[src/rtl/clk_div_n.sv]
// Parametrised integer clock divider with a period-start strobe, phase output and
// glitch-free runtime ratio changes. Define CLK_DIV_N_LOCK_SYNC_EN to synchronise en_i.
module clk_div_n #(
  parameter int CNT_W       = 4,
  parameter int DIV_DEFAULT = 5
) (
  input  logic             clk_i,
  input  logic             rstn_i,
  input  logic             en_i,
  input  logic [CNT_W-1:0] div_i,
  input  logic             div_load_i,
  output logic             div_busy_o,
  output logic             clk_o,
  output logic             ce_o,
  output logic [CNT_W-1:0] phase_o,
  output logic             active_o
);

  typedef enum logic [1:0] {
    IDLE  = 2'd0,
    RUN   = 2'd1,
    DRAIN = 2'd2
  } state_e;

  localparam logic [CNT_W-1:0] DIV_RST = CNT_W'(DIV_DEFAULT);
  localparam logic [CNT_W-1:0] DIV_MIN = CNT_W'(2);

  state_e           state_q, state_d;
  logic [CNT_W-1:0] cnt_q, cnt_d;
  logic             pos_hi_q, pos_hi_d;
  logic             neg_hi_q;
  logic             ce_q, ce_d;
  logic [CNT_W-1:0] div_q, div_d;
  logic [CNT_W-1:0] pend_q, pend_d;
  logic             busy_q, busy_d;

  logic             en_s;
  logic             wrap;
  logic [CNT_W-1:0] cnt_nxt;
  logic [CNT_W-1:0] half_n;
  logic [CNT_W-1:0] div_clamped;

`ifdef CLK_DIV_N_LOCK_SYNC_EN
  // Two-flop synchroniser lets en_i come straight from an asynchronous PLL lock.
  logic [1:0] en_sync_q;

  always_ff @(posedge clk_i) begin
    if (!rstn_i) begin
      en_sync_q <= 2'b00;
    end else begin
      en_sync_q <= {en_sync_q[0], en_i};
    end
  end

  assign en_s = en_sync_q[1];
`else
  assign en_s = en_i;
`endif

  assign wrap        = (cnt_q == (div_q - 1'b1));
  assign cnt_nxt     = wrap ? '0 : cnt_q + 1'b1;
  assign half_n      = div_q >> 1;
  assign div_clamped = (div_i < DIV_MIN) ? DIV_MIN : div_i;

  // NOTE: every variable gets a default at the top of the block so that no path
  // leaves it unassigned, which would otherwise infer a latch.
  always_comb begin
    state_d  = state_q;
    cnt_d    = '0;
    pos_hi_d = 1'b0;
    ce_d     = 1'b0;

    unique case (state_q)
      IDLE:    if (en_s) state_d = RUN;
      RUN:     if (!en_s) state_d = DRAIN;
      DRAIN: begin
        if (en_s) begin
          state_d = RUN;
        end else if (wrap) begin
          state_d = IDLE;
        end
      end
      default: state_d = IDLE;
    endcase

    // Leaving IDLE starts a fresh period; otherwise the count simply continues,
    // so a DRAIN->RUN return never disturbs the phase.
    if (state_d != IDLE) begin
      cnt_d    = (state_q == IDLE) ? '0 : cnt_nxt;
      pos_hi_d = (cnt_d < half_n);
      ce_d     = (cnt_d == '0);
    end
  end

  // Pending ratio is only swapped in at a period boundary (or at once when idle);
  // a load accepted in a wrap cycle therefore waits for the following wrap.
  always_comb begin
    div_d  = div_q;
    pend_d = pend_q;
    busy_d = busy_q;

    if (!busy_q && div_load_i) begin
      pend_d = div_clamped;
      busy_d = 1'b1;
    end else if (busy_q && ((state_q == IDLE) || wrap)) begin
      div_d  = pend_q;
      busy_d = 1'b0;
    end
  end

  // NOTE: sequential state uses non-blocking assignments so every flop samples
  // pre-edge values regardless of statement order.
  always_ff @(posedge clk_i) begin
    if (!rstn_i) begin
      state_q  <= IDLE;
      cnt_q    <= '0;
      pos_hi_q <= 1'b0;
      ce_q     <= 1'b0;
      div_q    <= DIV_RST;
      pend_q   <= DIV_RST;
      busy_q   <= 1'b0;
    end else begin
      state_q  <= state_d;
      cnt_q    <= cnt_d;
      pos_hi_q <= pos_hi_d;
      ce_q     <= ce_d;
      div_q    <= div_d;
      pend_q   <= pend_d;
      busy_q   <= busy_d;
    end
  end

  // Half-cycle extension of the high time for odd ratios.
  always_ff @(negedge clk_i) begin
    if (!rstn_i) begin
      neg_hi_q <= 1'b0;
    end else begin
      neg_hi_q <= pos_hi_q;
    end
  end

  // neg_hi_q is always low when the ratio or state changes in normal operation, so
  // the OR cannot glitch; the IDLE gate only matters right after a mid-period reset.
  assign clk_o      = pos_hi_q | (neg_hi_q & div_q[0] & (state_q != IDLE));
  assign ce_o       = ce_q;
  assign phase_o    = cnt_q;
  assign active_o   = (state_q != IDLE);
  assign div_busy_o = busy_q;

endmodule
[config.mk]
export PLATFORM = sky130hd
export DESIGN_NAME = clk_div_n
export DESIGN_NICKNAME = d
export VERILOG_FILES = /design/src/rtl/clk_div_n.sv
export SDC_FILE = /design/constraint.sdc
export NUM_CORES = 1
export LEC_CHECK = 0
export BUFFER_PORTS_ARGS = -buffer_cell sky130_fd_sc_hd__clkbuf_2
export CAP_MARGIN = 0
export CORE_UTILIZATION = 48
export CTS_CLUSTER_DIAMETER = 80
export DETAILED_ROUTE_END_ITERATION = 6
export GPL_TIMING_DRIVEN = 1
export PLACE_DENSITY = 0.72
export SYNTH_ARGS = -nofsm -noshare
export SYNTH_HDL_FRONTEND = slang
export SYNTH_SLANG_ARGS = --single-unit
[constraint.sdc]
create_clock -name clk_i -period 2.1 [get_ports clk_i]
set_input_delay 0.105 -clock clk_i [delete_from_list [all_inputs] [get_ports clk_i]]
set_output_delay 0.105 -clock clk_i [all_outputs]
set_load 0.05 [all_outputs]
==> impl_metrics.tcl, run 1 <==
set metrics [dict create \
    status "complete, but fails checks" \
    violations "setup timing" \
    peakVddDrop_mv 0.381 \
    io_pins 16 \
    hp-class "input pin to register" \
    crit_required_ns 2.36 \
    clk_pin_slew_ns 0.11 \
    pwr-share-seq 0.474 \
    finalCritPeriodShare 1.04 \
    intPower_mw 0.543 \
    placed_area_um2 1130 \
    hold_viol 0 \
    grt_pass1_vias 733 \
    hpwl_um 1470 \
    cts_tree "done" \
    switching_share 0.313 \
    synth.area.top_cells "dfxtp_1, mux2i_1, ha_1, nand2_1, nor2_1" \
    cts-htree-levels 1 \
    insertedDiodeCount 0 \
    syn_inst 106 \
    finalPower_mw 0.791 \
    worstSetupPathType "register to register" \
    fin_area_um2 1240 \
    synth_area_um2 976 \
    pwr-share-comb 0.230 \
    cap_viol_max_count 0 \
    gp_congestion 0.822 \
    p_leak_nw 0.537 \
    vias 848 \
    io_buffers 15 \
    holdBufCountCts 0 \
    critical-path-max-stage-delay_ns 0.36 \
    maxClockFrequency_ghz 0.458 \
    fillers 153 \
    slew_violations 0 \
    grt.overflow.total 0 \
    skew_ns 0.0567 \
    dp.cells 147 \
    wl_um 2200 \
    start_kind "register" \
    worstPathMaxFanout 4 \
    regArea_um2 370 \
    drt_iter0_drc 16 \
    viasPerCell 5.47 \
    path_buf_inv 1 \
    multi_input_area_um2 614 \
    cp-end-kind "register" \
    synth_warnings 0 \
    clock-root-buffer "clkbuf_4" \
    cts_buffers 3 \
    synth-seq-area-share 0.369 \
    clock_sinks 18 \
    slowest_stage "dfxtp_2" \
    crit_arrival_ns 2.44 \
    cts_max_path_buffers 2 \
    dieHeight_um 47.1 \
    fin_cells 155 \
    timing.final.ws_setup_ns -0.0817 \
    drive_gt1_frac 0.400 \
    grt_pass1_wl_um 3280 \
    rows 15 \
    clkPwrFrac 0.296 \
    power.density_nw_per_um2 636 \
    netSwitchingPower_mw 0.247 \
    coreArea_um2 1820 \
    dr.pass1.iters 4 \
    path_cells "inv_2 -> ha_4 -> xor2_4 -> nand3_2 -> o21ai_4 -> nor2_1 -> ha_1 -> a21o_1 -> a211oi_2 -> o211a_1" \
    drc 0 \
    die_area_um2 2220 \
    syn_nets 118 \
    setup_viol 2 \
    synth_top_area_cell "dfxtp_1" \
    rsz0062_at_grt "yes" \
    die_w_um 47.1 \
    grt_max_degree 11 \
    wl_per_cell_um 14.2 \
    yosysUniqueCellTypes 40 \
    start_util 0.536 \
    fin_nets 143 \
    synth.ff_latch_count 18 \
    ant_nets 0 \
    worstMarginPinSlew_ns 0.521 \
    syn_area_per_cell_um2 9.21 \
    antenna_found_initial 0 \
    clock_latency_ns 0.36 \
    crit_family "compound AO/OA/AOI/OAI gates" \
    grt_use_total 0.219 \
    hold_ws_ns 0.0312 \
    area_growth_pct 27.3 \
    maxSlewHeadroom 0.652 \
    synth_top_area_share 0.369 \
    finalCriticalPeriod_ns 2.18 \
]
timing repair:
action                                  in CTS  in global routing
endpoints found under the setup margin       2                  2
pin swaps                                    2                  6
resized for setup                            4                  6
cloned                                       0                  0
buffers inserted                             1                  3
through the flow:
step	setup WS [ns]	TNS [ns]	utilization
floorplan	-0.0533	-0.0533	-
global placement	0.0532	0	0.619
detailed placement	-0.106	-0.106	0.619
CTS	-0.0674	-0.0674	0.654
global route	-0.205	-0.300	0.682
finish	-0.0817	-0.154	0.682
cell usage after synthesis, drive strengths merged:
master and count:
o21bai 1, or2 1, o21ai 3, ha 4, nand2 13, buf 3
o2111a 1, o41ai 1, clkbuf 2, clkinv 1, dfxtp 18, xnor3 1
and3b 1, nand3 2, o31ai 2, and2 2, a21boi 1, a211oi 1
a21oi 3, or3 1, nor2 10, nor3 5, or4b 1, nor2b 1
or4 1, mux2i 6, nand4 1, o211a 1, xnor2 4, a31o 1
inv 7, a21o 1, o32ai 1, o22ai 1, xor2 3
state kept, by name, summed over array words and instances (netlist names):
register,flops
pos_hi_q,1
state_q,2
neg_hi_q,1
phase_o,4
pend_q,4
div_q,4
ce_o,1
div_busy_o,1
area by class of cell:
| type | instances | share of cell area |
|---|---|---|
| well taps | 25 | 0.0252 |
| clock buffers | 4 | 0.0292 |
| repair buffers | 25 | 0.129 |
| multi-input cells | 75 | 0.494 |
| inverters | 7 | 0.0211 |
| flip-flops and latches | 18 | 0.298 |
| clock inverters | 1 | 0.00302 |
cell families after synthesis:
| family | Yosys count | synth area share |
|---|---|---|
| AOI/OAI and AO/OA | 18 | 0.163 |
| DFF | 18 | 0.369 |
| muxes | 6 | 0.0615 |
| and+or+nand+nor | 39 | 0.199 |
| adders and majority gates | 4 | 0.0513 |
| xor gates and xnor gates | 8 | 0.0936 |
| buffers and inverters | 13 | 0.0628 |
per-layer routing:
metal / vias to the layer above / track usage / share of wire
met4: 0 / 0.0971 / 0.017
met3: 6 / 0.0615 / 0.045
met1: 403 / 0.285 / 0.48
met2: 27 / 0.339 / 0.46
met5: - / 0 / 0
li1: 412 / - / -
path summary, 6_finish.rpt:
check	startpoint	end	slack, ns	cells past startpoint
hold / removal	en_i	state_q[1]	0.03	2
setup reg to reg	div_q[1]	pos_hi_q	-0.08	10
setup / recovery	div_q[1]	pos_hi_q	-0.08	10
hold reg to reg	pend_q[1]	div_q[1]	0.47	2
cells in the final DEF (no fill, tap or decap), drive strengths merged:
master and count:
o21bai 1, and3b 1, or2 1, mux2i 6, xnor2 4, o41ai 1, o211a 1, o2111a 1
a21boi 1, nand4 1, o31ai 2, a21o 1, o32ai 1, ha 4, nand2 13, nand3 2
clkbuf 18, or4 1, inv 7, buf 11, xnor3 1, and2 2, a21oi 3, nor2 10
o21ai 3, dfxtp 18, nor2b 1, clkinv 1, a211oi 1, nor3 5, a31o 1, xor2 3
or3 1, o22ai 1, or4b 1
power by group through the flow:
| stage | combinational [mW] | sequential [mW] | clock, mW |
|---|---|---|---|
| after global placement | 0.152 | 0.381 | 0.00596 |
| after global routing | 0.195 | 0.377 | 0.253 |
| final | 0.182 | 0.375 | 0.234 |
| after detailed placement | 0.155 | 0.381 | 0.00596 |
| after CTS | 0.164 | 0.374 | 0.232 |
| after floorplan | 0.0977 | 0.397 | 0.00596 |
No activity file was read; power rests on OpenSTA's default activity.
==> run 2, diff against run 1 <==
--- a/config.mk
+++ b/config.mk
@@ -7,5 +7,4 @@
 export LEC_CHECK = 0
 export BUFFER_PORTS_ARGS = -buffer_cell sky130_fd_sc_hd__clkbuf_2
-export CAP_MARGIN = 0
 export CORE_UTILIZATION = 48
 export CTS_CLUSTER_DIAMETER = 80
@@ -13,4 +12,5 @@
 export GPL_TIMING_DRIVEN = 1
 export PLACE_DENSITY = 0.72
+export RECOVER_POWER = 25
 export SYNTH_ARGS = -nofsm -noshare
 export SYNTH_HDL_FRONTEND = slang
==> constraint.sdc (replaced) <==
create_clock -name clk_i -period 2.1 [get_ports clk_i]
set_input_delay 0.105 -clock clk_i [delete_from_list [all_inputs] [get_ports clk_i]]
set_output_delay 0.105 -clock clk_i [all_outputs]
set_load 0.02 [all_outputs]
==> run 2 against run 1 <==
  * The run still ends with setup timing left
  * Sequential share of layout area up 0.72 points
  * Via count fell by 4.2%
  * Largest cell class unchanged
  * Sequential cell count unchanged
  * Combinational power decreased by 20%
  * Largest power group unchanged
  * Cell count shrank 0.65%
  * Clock power shrank 19%
  * Critical path depth down 8
==> impl_metrics.tcl, run 2 (synthesis results as in run 1) <==
set metrics [dict create \
    status "complete, but fails checks" \
    violations "setup timing" \
    final_common_cell "dfxtp_1" \
    rows 15 \
    clk_pin_slew_ns 0.10 \
    p_leak_nw 0.501 \
    cts_tree "done" \
    grt_pass1_wl_um 3290 \
    wl_per_cell_um 13.8 \
    dr.pass1.iters 4 \
    drc 0 \
    cp-end-kind "output pin" \
    rsz0062_at_grt "yes" \
    worstPathMaxFanout 1 \
    ant_nets 0 \
    skew_ns 0.0581 \
    peakVddDrop_mv 0.414 \
    wl_um 2120 \
    gp_congestion 0.751 \
    crit_arrival_ns 2.02 \
    die_area_um2 2220 \
    cts_max_path_buffers 2 \
    clock_latency_ns 0.35 \
    grt_use_total 0.217 \
    clock-root-buffer "clkbuf_4" \
    worstSetupPathType "register to output pin" \
    placed_area_um2 1130 \
    hp-class "input pin to register" \
    fin_nets 142 \
    cts_buffers 3 \
    grt.overflow.total 0 \
    hold_viol 0 \
    io_buffers 15 \
    antenna_found_initial 0 \
    area_growth_pct 21.8 \
    hold_ws_ns 0.0585 \
    grt_max_degree 11 \
    power.density_nw_per_um2 598 \
    clock_sinks 18 \
    start_kind "register" \
    hpwl_um 1490 \
    layout_common_cells "dfxtp_1, nand2_1, nor2_1, clkbuf_2, buf_4" \
    worstMarginPinSlew_ns 0.554 \
    insertedDiodeCount 0 \
    viasPerCell 5.27 \
    dieHeight_um 47.1 \
    io_pins 16 \
    drt_iter0_drc 20 \
    setup_viol 1 \
    crit_required_ns 2.00 \
    finalPower_mw 0.711 \
    start_util 0.536 \
    die_w_um 47.1 \
    holdBufCountCts 0 \
    grt_pass1_vias 731 \
    maxSlewHeadroom 0.628 \
    coreArea_um2 1820 \
    cap_viol_max_count 0 \
    fin_area_um2 1190 \
    slew_violations 0 \
    vias 812 \
    cts-htree-levels 1 \
    drive_gt1_frac 0.302 \
    timing.final.ws_setup_ns -0.0289 \
]
==> run 2: metrics by stage <==
step | setup TNS, ns | setup slack (ns) | util | cells
after floorplan | -0.0537 | -0.0537 | - | 106
after global placement | 0 | 0.0391 | 0.619 | 149
after detailed placement | -0.00903 | -0.00903 | 0.619 | 149
after CTS | -0.0474 | -0.0474 | 0.645 | 153
after global routing | -0.147 | -0.0833 | 0.653 | 154
final | -0.0289 | -0.0289 | 0.653 | 154
==> run 2: path summary, 6_finish.rpt <==
kind,slack (ns),startpoint,to,cells past startpoint
setup / recovery,-0.03,neg_hi_q,clk_o,2
hold / removal,0.06,div_i[2],pend_q[2],3
setup reg to reg,0.01,div_q[1],pos_hi_q,10
hold reg to reg,0.48,pend_q[1],div_q[1],2
==> run 2: cell type report <==
type	instances	area [um^2]
Clock inverter	1	3.75
Tap cell	25	31.3
Multi-Input combinational cell	75	592
Clock buffer	4	26.3
Sequential cell	18	363
Inverter	7	26.3
Timing Repair Buffer	24	146
Fill cell	167	632
==> run 2: power breakdown <==
| group | switching [mW] | internal, mW |
|---|---|---|
| combinational | 0.0812 | 0.0651 |
| sequential | 0.0145 | 0.361 |
| clock | 0.113 | 0.0763 |
==> run 2: what timing repair did <==
item                       CTS  global route
setup endpoints to repair    2             2
gates resized for setup      4             4
setup buffers                0             1
gates cloned                 0             0
pin swaps                    2             5
==> run 2: metal layers <==
layer  share of wire  global-route usage
met4          0.0071              0.0857
met1            0.50               0.285
met3           0.017              0.0462
met5               0                   0
met2            0.47               0.347
==> run 2: worst max-delay path, cell delays in order (launching register included) <==
cell	delay, ns
dfxtp_1	0.29
a31o_2	0.21
buf_8	0.13
